--- src/rtl/px_pkg.sv ---
// rtl/px_pkg.sv - shared types and constants for the pixel scan controller
package px_pkg;
  localparam int NPX = 16;
  localparam int PX_IDX_W = 4;
  localparam logic [4:0] STOP_ALL = 5'b1_0000;

  typedef enum logic [2:0] {
    S_IDLE,
    S_SELECT,
    S_SETTLE,
    S_GATE,
    S_STORE,
    S_DONE
  } state_t;
endpackage

--- src/rtl/px_edge_sync.sv ---
// rtl/px_edge_sync.sv - per-bit 2-flop synchronizer with rising-edge pulse
module px_edge_sync #(
  parameter int W = 16
) (
  input  logic         clk,
  input  logic         rst,
  input  logic [W-1:0] i_async,
  output logic [W-1:0] o_rise
);
  logic [W-1:0] r_s1;
  logic [W-1:0] r_s2;
  logic [W-1:0] r_s3;

  always_ff @(posedge clk) begin
    if (!rst) begin
      r_s1 <= '0;
      r_s2 <= '0;
      r_s3 <= '0;
    end else begin
      r_s1 <= i_async;
      r_s2 <= r_s1;
      r_s3 <= r_s2;
    end
  end

  assign o_rise = r_s2 & ~r_s3;
endmodule

--- src/rtl/px_scan_ctrl.sv ---
// rtl/px_scan_ctrl.sv - walks enabled pixels, gates and counts oscillator edges
module px_scan_ctrl #(
  parameter int NPX        = px_pkg::NPX,
  parameter int CNT_W      = 16,
  parameter int GATE_W     = 16,
  parameter int SETTLE_CYC = 4
) (
  input  logic              clk,
  input  logic              rst,
  input  logic              start,
  input  logic              abort,
  input  logic [NPX-1:0]    px_mask,
  input  logic [GATE_W-1:0] gate_len,
  input  logic [NPX-1:0]    clk_px,
  output logic [4:0]        stop_osc,
  output logic              res_valid,
  input  logic              res_ready,
  output logic [CNT_W-1:0]  res_cnt,
  output logic [3:0]        res_addr,
  output logic              busy,
  output logic              drdy
);
  import px_pkg::*;

  state_t                r_state;
  state_t                w_next;
  logic [NPX-1:0]        r_mask;
  logic [GATE_W-1:0]     r_gate;
  logic [GATE_W-1:0]     r_timer;
  logic [PX_IDX_W-1:0]   r_idx;
  logic [CNT_W-1:0]      r_cnt;
  logic [4:0]            r_stop_osc;
  logic [NPX-1:0]        w_rise;
  logic [PX_IDX_W-1:0]   w_sel_idx;
  logic [PX_IDX_W-1:0]   w_next_idx;

  // Served bits are cleared from r_mask, so the lowest remaining bit is the next pixel.
  function automatic logic [PX_IDX_W-1:0] first_set(input logic [NPX-1:0] m);
    first_set = '0;
    for (int i = NPX - 1; i >= 0; i--) begin
      if (m[i]) first_set = PX_IDX_W'(i);
    end
  endfunction

  px_edge_sync #(.W(NPX)) u_sync (
    .clk     (clk),
    .rst     (rst),
    .i_async (clk_px),
    .o_rise  (w_rise)
  );

  assign w_sel_idx  = first_set(r_mask);
  assign w_next_idx = (r_state == S_SELECT) ? w_sel_idx : r_idx;

  always_comb begin
    w_next = r_state;
    case (r_state)
      S_IDLE:   if (start) w_next = (px_mask != '0) ? S_SELECT : S_DONE;
      S_SELECT: w_next = S_SETTLE;
      S_SETTLE: if (r_timer == '0) w_next = S_GATE;
      S_GATE:   if (r_timer == '0) w_next = S_STORE;
      S_STORE:  if (res_ready) w_next = (r_mask != '0) ? S_SELECT : S_DONE;
      S_DONE:   w_next = S_IDLE;
      default:  w_next = S_IDLE;
    endcase
    if (abort && (r_state != S_IDLE)) w_next = S_IDLE;
  end

  always_ff @(posedge clk) begin
    if (!rst) r_state <= S_IDLE;
    else      r_state <= w_next;
  end

  always_ff @(posedge clk) begin
    if (!rst) begin
      r_mask     <= '0;
      r_gate     <= '0;
      r_timer    <= '0;
      r_idx      <= '0;
      r_cnt      <= '0;
      r_stop_osc <= STOP_ALL;
    end else begin
      // Oscillator runs only while the next state is SETTLE or GATE; registered to stay glitch-free.
      r_stop_osc <= ((w_next == S_SETTLE) || (w_next == S_GATE)) ? {1'b0, w_next_idx} : STOP_ALL;
      case (r_state)
        S_IDLE: begin
          if (start) begin
            r_mask <= px_mask;
            r_gate <= (gate_len == '0) ? GATE_W'(1) : gate_len;
          end
        end
        S_SELECT: begin
          r_idx            <= w_sel_idx;
          r_mask[w_sel_idx] <= 1'b0;
          r_cnt            <= '0;
          r_timer          <= GATE_W'(SETTLE_CYC - 1);
        end
        S_SETTLE: begin
          r_timer <= (r_timer == '0) ? (r_gate - GATE_W'(1)) : (r_timer - GATE_W'(1));
        end
        S_GATE: begin
          if (r_timer != '0) r_timer <= r_timer - GATE_W'(1);
          if (w_rise[r_idx] && (r_cnt != {CNT_W{1'b1}})) r_cnt <= r_cnt + CNT_W'(1);
        end
        default: ;
      endcase
    end
  end

  assign stop_osc  = r_stop_osc;
  assign res_valid = (r_state == S_STORE);
  assign res_cnt   = r_cnt;
  assign res_addr  = r_idx;
  assign busy      = (r_state != S_IDLE);
  assign drdy      = (r_state == S_DONE);
endmodule

--- config.mk ---
export PLATFORM = sky130hd
export DESIGN_NAME = px_scan_ctrl
export DESIGN_NICKNAME = d
export VERILOG_FILES = /design/src/rtl/px_pkg.sv /design/src/rtl/px_edge_sync.sv /design/src/rtl/px_scan_ctrl.sv
export SDC_FILE = /design/constraint.sdc
export NUM_CORES = 1
export LEC_CHECK = 0
export CORE_AREA = 2 2 88 174
export CTS_BUF_LIST = sky130_fd_sc_hd__clkbuf_8
export DETAILED_ROUTE_END_ITERATION = 6
export DIE_AREA = 0 0 90 176
export GPL_ROUTABILITY_DRIVEN = 0
export PLACE_DENSITY = 0.57
export SYNTH_ARGS = -nofsm -noshare
export SYNTH_HDL_FRONTEND = slang
export SYNTH_HIERARCHICAL = 1
export SYNTH_SLANG_ARGS = --single-unit
--- constraint.sdc ---
create_clock -name clk -period 2.45 [get_ports clk]
set_input_delay 0.245 -clock clk [delete_from_list [all_inputs] [get_ports clk]]
set_output_delay 0.245 -clock clk [all_outputs]
set_load 0.02 [all_outputs]
Word level (Yosys, flattened, before mapping)
Cells that the tools add are included.
{ "word_totals": {"wordCells": 89, "register_bits": 124} }
{ "classes": {"reduce_logical": 19, "order_cmp": 3, "add_sub_neg": 3, "n_mux": 38, "eq_ne": 11, "bitwise_logic": 4} }
{ "ops": {"columns": ["operator", "count"], "rows": [
  ["$mux 16", 5],
  ["$mux 4", 17],
  ["$pmux 16 s2", 2],
  ["$pmux 16 s3", 1],
  ["$reduce_bool 16->1", 3],
  ["$and 16x16->16", 2],
  ["$logic_not 16->1", 2],
  ["$not 16->16", 2],
  ["$sub 16x1->16 const B", 2],
  ["$mux 3", 7],
  ["$add 16x1->16 const B", 1],
  ["$ne 16x16->1 const B", 1],
  ["$pmux 3 s5", 1],
  ["$eq 3x2->1 const B", 4],
  ["$lt 4x5->1 const B", 2],
  ["$reduce_and 2->1", 5],
  ["$eq 3x3->1 const B", 2],
  ["$ne 2x2->1 const B", 3],
  ["$reduce_bool 3->1", 2],
  ["$mux 5", 1],
  ["$bmux 1 s4", 1],
  ["$demux 1 s4", 1],
  ["$ge 4x1->1 const B", 1],
  ["$reduce_bool 2->1", 2],
  ["other kinds (5)", 8]
]} }

Logic depth before layout (Yosys ltp)
Gate-level depths: netlist of the first run.
{ "depth": {"word_depth": 23, "mapped_depth": 9} }

Hierarchy
Netlist of the first run, hierarchy kept.
{ "by_module_without_submodules": {"columns": ["module", "cells_each", "n_inst", "area_per_inst_um2"], "rows": [
  ["px_scan_ctrl", 530, 1, 4250.3],
  ["px_edge_sync", 117, 1, 1405.1]
]} }

Least setup slack after synthesis of the first run
Ideal clock, no wire load.
{ "synth_timing": {"kind": "reg-to-reg", "startpoint": "register r_timer[0]", "endpoint": "register r_timer[10]", "setup_slack_ns": 0.359, "path_stages_with_launch": 10, "required_ns": 2.333, "arrival_time_ns": 1.973, "synth_period_minus_slack_ns": 2.091, "path_cell_list": "dfxtp_1 > inv_1 > ha_1 > nor4b_1 > nand2_1 > nor2_2 > a31oi_4 > and2_1 > clkbuf_1 > a32o_1"} }
{ "synth_between": {"elab_chain_len": 3} }
{ "synth_rtl": {"columns": ["element", "line_no", "source"], "rows": [
  ["from (decl)", "px_scan_ctrl.sv:29", "logic [GATE_W-1:0] r_timer;"],
  ["from (signal assigned)", "px_scan_ctrl.sv:96", "r_timer <= GATE_W'(SETTLE_CYC - 1);"],
  ["from (signal assigned)", "px_scan_ctrl.sv:99", "r_timer <= (r_timer == '0) ? (r_gate - GATE_W'(1)) : (r_timer - GATE_W'(1));"],
  ["from (signal assigned)", "px_scan_ctrl.sv:102", "if (r_timer != '0) r_timer <= r_timer - GATE_W'(1);"],
  ["$sub 16x1->16 (tied with other cells)", "px_scan_ctrl.sv:99, px_scan_ctrl.sv:102", null],
  ["$mux 16 (tied with other cells)", "px_scan_ctrl.sv:102", null],
  ["$pmux 16 s3 / $reduce_and 2->1 (equally long branches)", null, null]
]} }
Several ways; a longest one is shown, not always the timed one. The select of a mux whose other input is x is not followed.
A chain may end at the register's enable or synchronous reset.

Final worst setup path of the first run
{ "layout_timing": {"startpoint": "register r_state[1]", "endpoint": "output port res_valid"} }
{ "layout_between": {"elab_chain_len": 1} }
{ "layout_rtl": {"columns": ["element", "line_no", "source"], "rows": [
  ["from (decl)", "px_scan_ctrl.sv:25", "state_t r_state;"],
  ["from (signal assigned)", "px_scan_ctrl.sv:71", "else r_state <= w_next;"],
  ["$eq 3x3->1", "px_scan_ctrl.sv:111", "assign res_valid = (r_state == S_STORE);"],
  ["to (decl)", "px_scan_ctrl.sv:16", "output logic res_valid,"]
]} }
Every way passes these cells.

==> results of run 1 <==
[where the power goes]
part / internal (mW) / total, mW / switching [mW]
Clock: 0.843 / 1.76 / 0.922
Combinational: 0.763 / 1.82 / 1.06
Sequential: 2.18 / 2.34 / 0.167
[worst reg2reg max path, cell delays in order, from the launching register on]
cell	delay (ns)
dfxtp_1	0.35
ha_1	0.26
and3_1	0.20
a41o_1	0.35
nor4_4	0.52
a31oi_1	0.17
a41o_1	0.22
[sequential cells by signal, indices dropped and copies added (netlist names), 4 cells and up]
signal       cells
res_cnt         16
u_sync/r_s3     16
u_sync/r_s2     16
r_timer         16
stop_osc         5
res_addr         4
r_mask          16
r_gate          16
u_sync/r_s1     16
[cells in the final DEF (no fill, tap or decap), types with 7 or more instances in the layout]
cell             instances
a21boi_0                16
a21oi_1                 32
a31oi_1                  7
a32o_1                  11
and2_1                  55
buf_4                   18
clkbuf_8                17
clkdlybuf4s50_1         79
dfxtp_1                124
inv_1                   13
mux2i_1                 12
nand2_1                 83
nand2b_1                 7
nand3_1                 14
nor2_1                  36
nor2b_1                 25
nor3_1                  12
nor4_1                  19
o211ai_1                15
o21ai_0                 18
o22ai_1                  9
or2_2                   10
xnor2_1                 15
[worst paths after layout]
| check | startpoint | endpoint | depth (start not counted) |
|---|---|---|---|
| setup / recovery | r_state[1] | res_valid | 3 |
| hold / removal | rst | r_timer[1] | 3 |
| setup reg to reg | res_cnt[0] | res_cnt[8] | 6 |
| hold reg to reg | u_sync/r_s1[8] | u_sync/r_s2[8] | 1 |
[layout make-up]
cell class | instances | area (sq um)
repair buffers | 100 | 971
fillers | 1464 | 7300
multi-input cells | 480 | 3000
well taps | 192 | 240
flip-flops and latches | 124 | 2480
clock buffers | 17 | 234
clock inverters | 15 | 156
inverters | 12 | 45.0
[cells by family after synthesis]
kind of cell	after synthesis
DFF	124
and+or+nand+nor	304
AOI/OAI and AO/OA	138
buffers and inverters	43
adders and majority gates	5
xor gates and xnor gates	21
muxes	12
[metrics by stage]
| step | util (%) | hold WS, ns | cells | setup slack, ns | instance area [sq um] |
|---|---|---|---|---|---|
| 4_1_cts | 49.3 | 0.297 | 940 | 0.0716 | 7110 |
| 3_5_place_dp | 46.6 | 0.419 | 908 | 0.0805 | 6720 |
| 6_report | 49.4 | 0.319 | 940 | 0.131 | 7130 |
| 5_1_grt | 49.4 | 0.318 | 940 | 0.0262 | 7130 |
| 3_3_place_gp | 46.6 | 0.414 | 908 | 0.175 | 6720 |
| 2_1_floorplan | - | 0.367 | 647 | 0.359 | 5660 |
[layer usage]
layer	wire length (microns)	vias up
li1	-	2479
met1	5460	2356
met2	8620	103
met3	425	38
met4	745	0
met5	0	-
[repair_timing]
action | CTS | global route
hold endpoints to repair | 0 | 0
endpoints found under the setup margin | 0 | 18
resized for setup | 0 | 3
==> impl_results.md, run 1 <==
* # DRC at 0
* Syn Nets at 704
* Count of flip-flops with a built-in enable after synthesis at 0
* Die X at 90 microns
* Final setup vio count at 0
* Initial antenna violation count at 0
* Achievable Freq at 431 MHz
* Largest net degree at the start of global routing at 85
* Avg Cell Area, Syn at 8.74 sq um
* Top_reg_cell synth: dfxtp_1
* PwrDens at 832 mW/mm^2
* First-pass GRT wire length at 25.0 mm
* Drt initial violations at 182
* Root Buffer: clkbuf_8
* Pwr Total at 5.93 mW
* Main area contributors after synthesis: dfxtp_1 (44%), and2_1 (6.1%), nand2_1 (5.5%)
* Sink Count at 124
* GRT Total Usage at 19.9%
* Critical path startpoint category: flop
* Clk slew on worst S/H paths at 0.08 ns
* Clk_lat worst skew at 0.43 ns
* Distinct cells, synth at 64
* Vias/cell at 5.29
* Grt met2 use at 38.5%
* Crit Path Category: reg2out
* Status: complete, no violations
* CP max FO at 11
* Top cell type's share of synthesized area at 43.9%
* M3 GR Usage at 3.97%
* Synth warn at 6
* Setup TNS at 0 ns
* GR Layer Usage met1 at 18.7%
* Via count at 4976
* Final Hold Vio Count at 0
* Most common cell in the netlist: dfxtp_1
* Grt peak-use layer: met2
* Lkg Pwr at 2.74 nW
* Peak supply drop at 0.493 mV
* FFs w/ async S/R, synth at 0%
* Adder-Cell Fraction of Synth Area at 1.06%
* CP max stage cell: clkdlybuf4s50_1
* Synthesized area at 0.00566 sq mm
* Most area-hungry cell type in the Yosys netlist: dfxtp_1
* Die height at 176 microns
* Largest family of logic cells by synthesized area: simple AND/OR/NAND/NOR gates
* Worst path cell trace: buf_4 > nor3b_1 > clkdlybuf4s50_1
* Worst-Margin Slew at 0.651 ns
* Critical path data required time at 2.20 ns
* Slew HR at 56.2%
* Antenna diodes at 0
* Synth Area in Simple Gates at 29.4%
* Synth top cells by count: dfxtp_1 (124), nand2_1 (83), and2_1 (55)
* Area of the die at 0.0158 sq mm
* CTS buffer count at 17
* Synth Area in Compound Gates at 16.8%
* Post-route minimum period at 2.32 ns
* H-tree Lvls at 4
* Post-CTS Hold Fix Bufs at 0
* Antenna-violating nets left at 0
* Total congestion overflow at 0
* CP top delay family: buffers and inverters
* Final Cycle Share at 94.6%
* Slowest stage delay, CP at 0.70 ns
* Xor/xnor share of the synthesized area at 3.25%
* Worst path bufs/invs at 2
* HP Class: in2reg
* Core box area at 0.0144 sq mm
* Cells after Synth at 647
* Final HPWL DP at 11.6 mm
* Post-CTS setup buffer count at 0
* Nets at 792
* Layout area overhead at 26.0%
* Max cap viols at 0
* Synthesized flop and latch total at 124
* Seq/Total Area, Yosys at 43.9%
* # IOs at 81
* Initial core utilization at 39.2%
* Post-synthesis mux area share at 2.12%
* Post-Route WL at 15.2 mm
* Cell Rows at 62
* Maximum buffer depth of the clock tree at 2
* Number of port buffers at 80
* Critical Path AT at 2.07 ns
* Share of cells above drive strength 1 at 10.3%
* Vias in the first global route at 5138
* Pins Over Slew Limit at 0
* Worst Setup End Kind: output port
* FF-to-FF setup slack at 0.29 ns
* TritonCTS clock tree: yes
* WL per Instance at 16.2 microns
* Initial DRT Pass Iterations at 4
* RSZ-0062 raised after global routing: no
* Worst Skew at 0.0114 ns
Power figures use the tool's default switching activity.
==> run 2, diff against run 1 <==
CORE_AREA = 2 2 93 163   (was 2 2 88 174)
DIE_AREA = 0 0 95 165   (was 0 0 90 176)
PLACE_DENSITY = 0.58   (was 0.57)
==> run 2 against run 1 <==
Compared with the run above: worst hold slack worse by 0.078 ns; total power is 1.0% higher; die area down 1.0%; sequential share of layout area up 0.13 points; clock power up 3%; global-route usage about the same; critical endpoint is now r_mask[15]; largest cell class unchanged.
==> impl_results.md, run 2 (synthesized netlist as in run 1, its figures left out) <==
* Status: complete, no violations
* Antenna-violating nets left at 0
* Vias/cell at 5.36
* Total congestion overflow at 0
* TritonCTS clock tree: yes
* Clk slew on worst S/H paths at 0.07 ns
* Post-Route WL at 14.8 mm
* Clk_lat worst skew at 0.43 ns
* Critical path startpoint category: flop
* Worst-Margin Slew at 0.686 ns
* PwrDens at 843 mW/mm^2
* WL per Instance at 16.0 microns
* Pins Over Slew Limit at 0
* CTS buffer count at 17
* Share of cells above drive strength 1 at 10.4%
* Largest net degree at the start of global routing at 52
* GRT Total Usage at 19.9%
* Initial core utilization at 39.6%
* Nets at 793
* Drt initial violations at 215
* Final cell utilization of the core at 49.7%
* Die X at 95 microns
* Die height at 165 microns
* Worst Setup End Kind: flop
* Via count at 4977
* Final Hold Vio Count at 0
* Core box area at 0.0143 sq mm
* Peak supply drop at 0.426 mV
* Area of the multi-input gates at 0.00299 sq mm
* Cell Rows at 58
* Slew HR at 53.7%
* Placed cell count at 897
* Worst Skew at 0.0105 ns
* Root Buffer: clkbuf_8
* Crit Path Category: reg2reg
* Place WS at 0.191 ns
* Critical Path AT at 2.59 ns
* CP max FO at 4
* Layout area overhead at 25.6%
* Maximum buffer depth of the clock tree at 2
* Achievable Freq at 437 MHz
* FF/Latch Area at 0.00248 sq mm
* Number of port buffers at 80
* Setup TNS at 0 ns
* Sink Count at 124
* FF-to-FF setup slack at 0.16 ns
* HP Class: in2reg
* Most frequent cells in the layout: dfxtp_1 (124), nand2_1 (83), clkdlybuf4s50_1 (79), and2_1 (55), nor2_1 (36)
* # IOs at 81
* Initial DRT Pass Iterations at 4
* Post-route minimum period at 2.29 ns
* Final cell count without fillers at 929
* Antenna diodes at 0
* Max cap viols at 0
* H-tree Lvls at 4
* Lkg Pwr at 2.74 nW
* Post-CTS setup buffer count at 0
* # DRC at 0
* Commonest non-fill, non-tap cell in the layout: dfxtp_1
* RSZ-0062 raised after global routing: no
* First-pass GRT wire length at 24.0 mm
* Post-route setup slack at 0.161 ns
* Initial antenna violation count at 0
* Final Cycle Share at 93.4%
* Area of the die at 0.0157 sq mm
* Final setup vio count at 0
* Final HPWL DP at 11.2 mm
* Fill cell count at 1341
* Vias in the first global route at 4911
* Critical path data required time at 2.75 ns
run 2: cell count changes in the layout (fill, tap and decap cells not counted), sizes merged:
| cell | previous run | this run |
|---|---|---|
| bufinv | 1 | 2 |
| clkinv | 4 | 7 |
| inv | 21 | 17 |
| buf | 21 | 22 |
| clkinvlp | 1 | 0 |
| clkbuf | 17 | 18 |
run 2: what timing repair did:
action | in CTS | in global routing
hold buffers | 0 | 0
gates resized for setup | 0 | 1
setup endpoints to repair | 0 | 1
run 2: worst max-delay path, stage by stage (launching register included):
cell      delay, ns
dfxtp_1        0.39
nor2_1         0.06
o31a_1         0.23
o311ai_0       0.59
nand4b_1       0.23
a211oi_1       0.41
buf_4          0.20
a21oi_1        0.06
run 2: power breakdown:
group	switching, mW	total [mW]	internal [mW]
clock	0.870	1.82	0.955
sequential	0.182	2.36	2.18
combinational	1.05	1.81	0.752
run 2: cell type report:
type                       instances  share of cell area [%]
timing repair buffer             101                    13.4
sequential                       124                    35.0
tap                              180                    3.17
clock inverter                    14                    2.26
clock buffer                      18                    3.49
inverter                          12                   0.634
multi-input combinational        480                    42.1
run 2: path summary, 6_finish.rpt:
| check | start | to | depth (start not counted) |
|---|---|---|---|
| max | r_mask[15] | r_mask[15] | 7 |
| min | rst | r_timer[15] | 3 |
| max reg2reg | r_mask[15] | r_mask[15] | 7 |
| min reg2reg | u_sync/r_s1[5] | u_sync/r_s2[5] | 1 |
run 2: per-layer routing:
layer  global-route usage, %  routed length (microns)
met2                    36.3                     8010
met5                       0                        0
met3                    4.74                      608
met1                    20.3                     5540
met4                    11.2                      677
run 2: metrics by stage:
| stage | instance area (sq um) | hold slack [ns] | power, mW |
|---|---|---|---|
| global placement | 6690 | 0.414 | 4.15 |
| global route | 7100 | 0.234 | 6.34 |
| finish | 7100 | 0.241 | 5.99 |
| CTS | 7090 | 0.210 | 6.01 |
| detailed placement | 6690 | 0.420 | 4.18 |
| floorplan | 5660 | 0.367 | 3.56 |
==> run 3, diff against run 2 <==
==> constraint.sdc (replaced) <==
create_clock -name clk -period 2.66 [get_ports clk]
set_input_delay 0.266 -clock clk [delete_from_list [all_inputs] [get_ports clk]]
set_output_delay 0.266 -clock clk [all_outputs]
set_load 0.05 [all_outputs]
==> run 3 against run 2 <==
Compared with the run above: global-route usage up 0.21 points; final cell count down 0.86%; worst setup slack better by 0.15 ns; final area down 0.63%; maximum frequency down 2.7%; die area unchanged; sequential share of layout area up 0.22 points; largest cell class unchanged.
==> impl_results.md, run 3 (synthesized netlist as in run 1, its figures left out) <==
* Vias/cell at 5.39
* Most frequent cells in the layout: dfxtp_1 (124), nand2_1 (83), clkdlybuf4s50_1 (78), and2_1 (55), nor2_1 (36)
* Post-CTS setup buffer count at 0
* Root Buffer: clkbuf_8
* CTS buffer count at 17
* Pwr Total at 5.56 mW
* Post-Route WL at 15.0 mm
* Maximum buffer depth of the clock tree at 2
* Vias in the first global route at 5002
* Critical path startpoint category: flop
* Post-CTS Hold Fix Bufs at 0
* Commonest non-fill, non-tap cell in the layout: dfxtp_1
* Nets at 785
* Post-route cell area at 0.00706 sq mm
* Final HPWL DP at 11.1 mm
* Max cap viols at 0
* Die height at 165 microns
* Critical path data required time at 3.03 ns
* Hold Slack at 0.237 ns
* Sink Count at 124
* Critical Path AT at 2.72 ns
* Post-route setup slack at 0.309 ns
* Crit Path Category: reg2reg
* Via count at 4963
* Area of the die at 0.0157 sq mm
* # IOs at 81
* Peak supply drop at 0.568 mV
* Final Cycle Share at 88.4%
* Number of port buffers at 80
* RSZ-0062 raised after global routing: no
* Net Sw Frac at 36.4%
* Antenna-violating nets left at 0
* TritonCTS clock tree: yes
* Initial antenna violation count at 0
* Combinational share of power at 29.9%
* Pins Over Slew Limit at 0
* Die X at 95 microns
* Status: complete, no violations
* Place WS at 0.166 ns
* HP Class: in2reg
* Psw at 2.02 mW
* Core box area at 0.0143 sq mm
* Slew HR at 45.9%
* Total congestion overflow at 0
* Clock power share at 31.2%
* Setup TNS at 0 ns
* Antenna diodes at 0
* Achievable Freq at 425 MHz
* Initial core utilization at 39.6%
* First-pass GRT wire length at 24.3 mm
* Final Hold Vio Count at 0
* Share of cells above drive strength 1 at 9.31%
* Worst-Margin Slew at 0.805 ns
* Drt initial violations at 217
* Clk_lat worst skew at 0.43 ns
* Worst Setup End Kind: flop
* PwrDens at 788 mW/mm^2
* Flop pwr share at 38.9%
* Clk slew on worst S/H paths at 0.08 ns
* Int Power at 3.54 mW
* Final setup vio count at 0
* GRT Total Usage at 20.1%
* CP max FO at 12
* Worst Skew at 0.00873 ns
* Placed Area at 0.00663 sq mm
* # DRC at 0
* H-tree Lvls at 4
* WL per Instance at 16.3 microns
* Post-route minimum period at 2.35 ns
* Initial DRT Pass Iterations at 5
* Layout area overhead at 24.8%
* Cell Rows at 58
* Largest net degree at the start of global routing at 51
* Lkg Pwr at 2.71 nW
==> run 3: cell count changes in the layout (fill, tap and decap cells not counted), sizes merged <==
cell / previous run / this run
inv: 17 / 21
dlymetal6s2s: 0 / 1
buf: 22 / 14
clkbuf: 18 / 17
clkinv: 7 / 2
clkinvlp: 0 / 2
clkdlybuf4s50: 79 / 78
==> run 3: metal layers <==
| layer | part of all wire [%] | wire length, microns | global-route usage [%] | up-vias |
|---|---|---|---|---|
| met5 | 0 | 0 | 0 | - |
| met4 | 3.3 | 490 | 9.49 | 0 |
| met3 | 3.6 | 548 | 3.97 | 26 |
| met2 | 55 | 8220 | 37.5 | 110 |
| met1 | 38 | 5770 | 21.1 | 2364 |
| li1 | - | - | - | 2463 |
==> run 3: final cells by class <==
class | instances | area (sq um)
fillers | 1360 | 7240
multi-input cells | 480 | 2990
flip-flops and latches | 124 | 2480
repair buffers | 93 | 896
clock buffers | 17 | 234
well taps | 180 | 225
clock inverters | 15 | 179
inverters | 12 | 45.0
==> run 3: what timing repair did <==
item                                    in CTS  in global routing
hold endpoints to repair                     0                  0
gates resized for setup                      0                  3
endpoints found under the setup margin       0                  8
==> run 3: stage by stage <==
| stage | std cells | utilization, % |
|---|---|---|
| after floorplan | 647 | - |
| after global placement | 889 | 46.4 |
| after detailed placement | 889 | 46.4 |
| after CTS | 921 | 49.2 |
| after global routing | 921 | 49.4 |
| final | 921 | 49.4 |
==> run 3: critical path, stage by stage (launching register included) <==
cell and delay [ns]:
dfxtp_1 0.38, inv_1 0.12, ha_1 0.14, nor4b_1 0.39, nand4_2 0.25, or3_1 0.58, o22ai_1 0.27, a32o_1 0.15
==> run 3: final timing paths <==
kind                                        end  cells after the start  slack, ns            from
worst min-delay path            u_sync/r_s2[14]                      2       0.24             rst
worst max register to register       r_timer[3]                      7       0.31      r_timer[0]
worst max-delay path                 r_timer[3]                      7       0.31      r_timer[0]
worst min register to register   u_sync/r_s2[5]                      1       0.44  u_sync/r_s1[5]
==> run 3: power by group through the flow <==
stage / Combinational, mW / Sequential [mW] / Clock (mW)
final: 1.66 / 2.16 / 1.74
after global routing: 1.85 / 2.18 / 1.88
after CTS: 1.66 / 2.16 / 1.79
after detailed placement: 1.65 / 2.20 / 0
after global placement: 1.63 / 2.20 / 0
after floorplan: 1.13 / 2.20 / 0
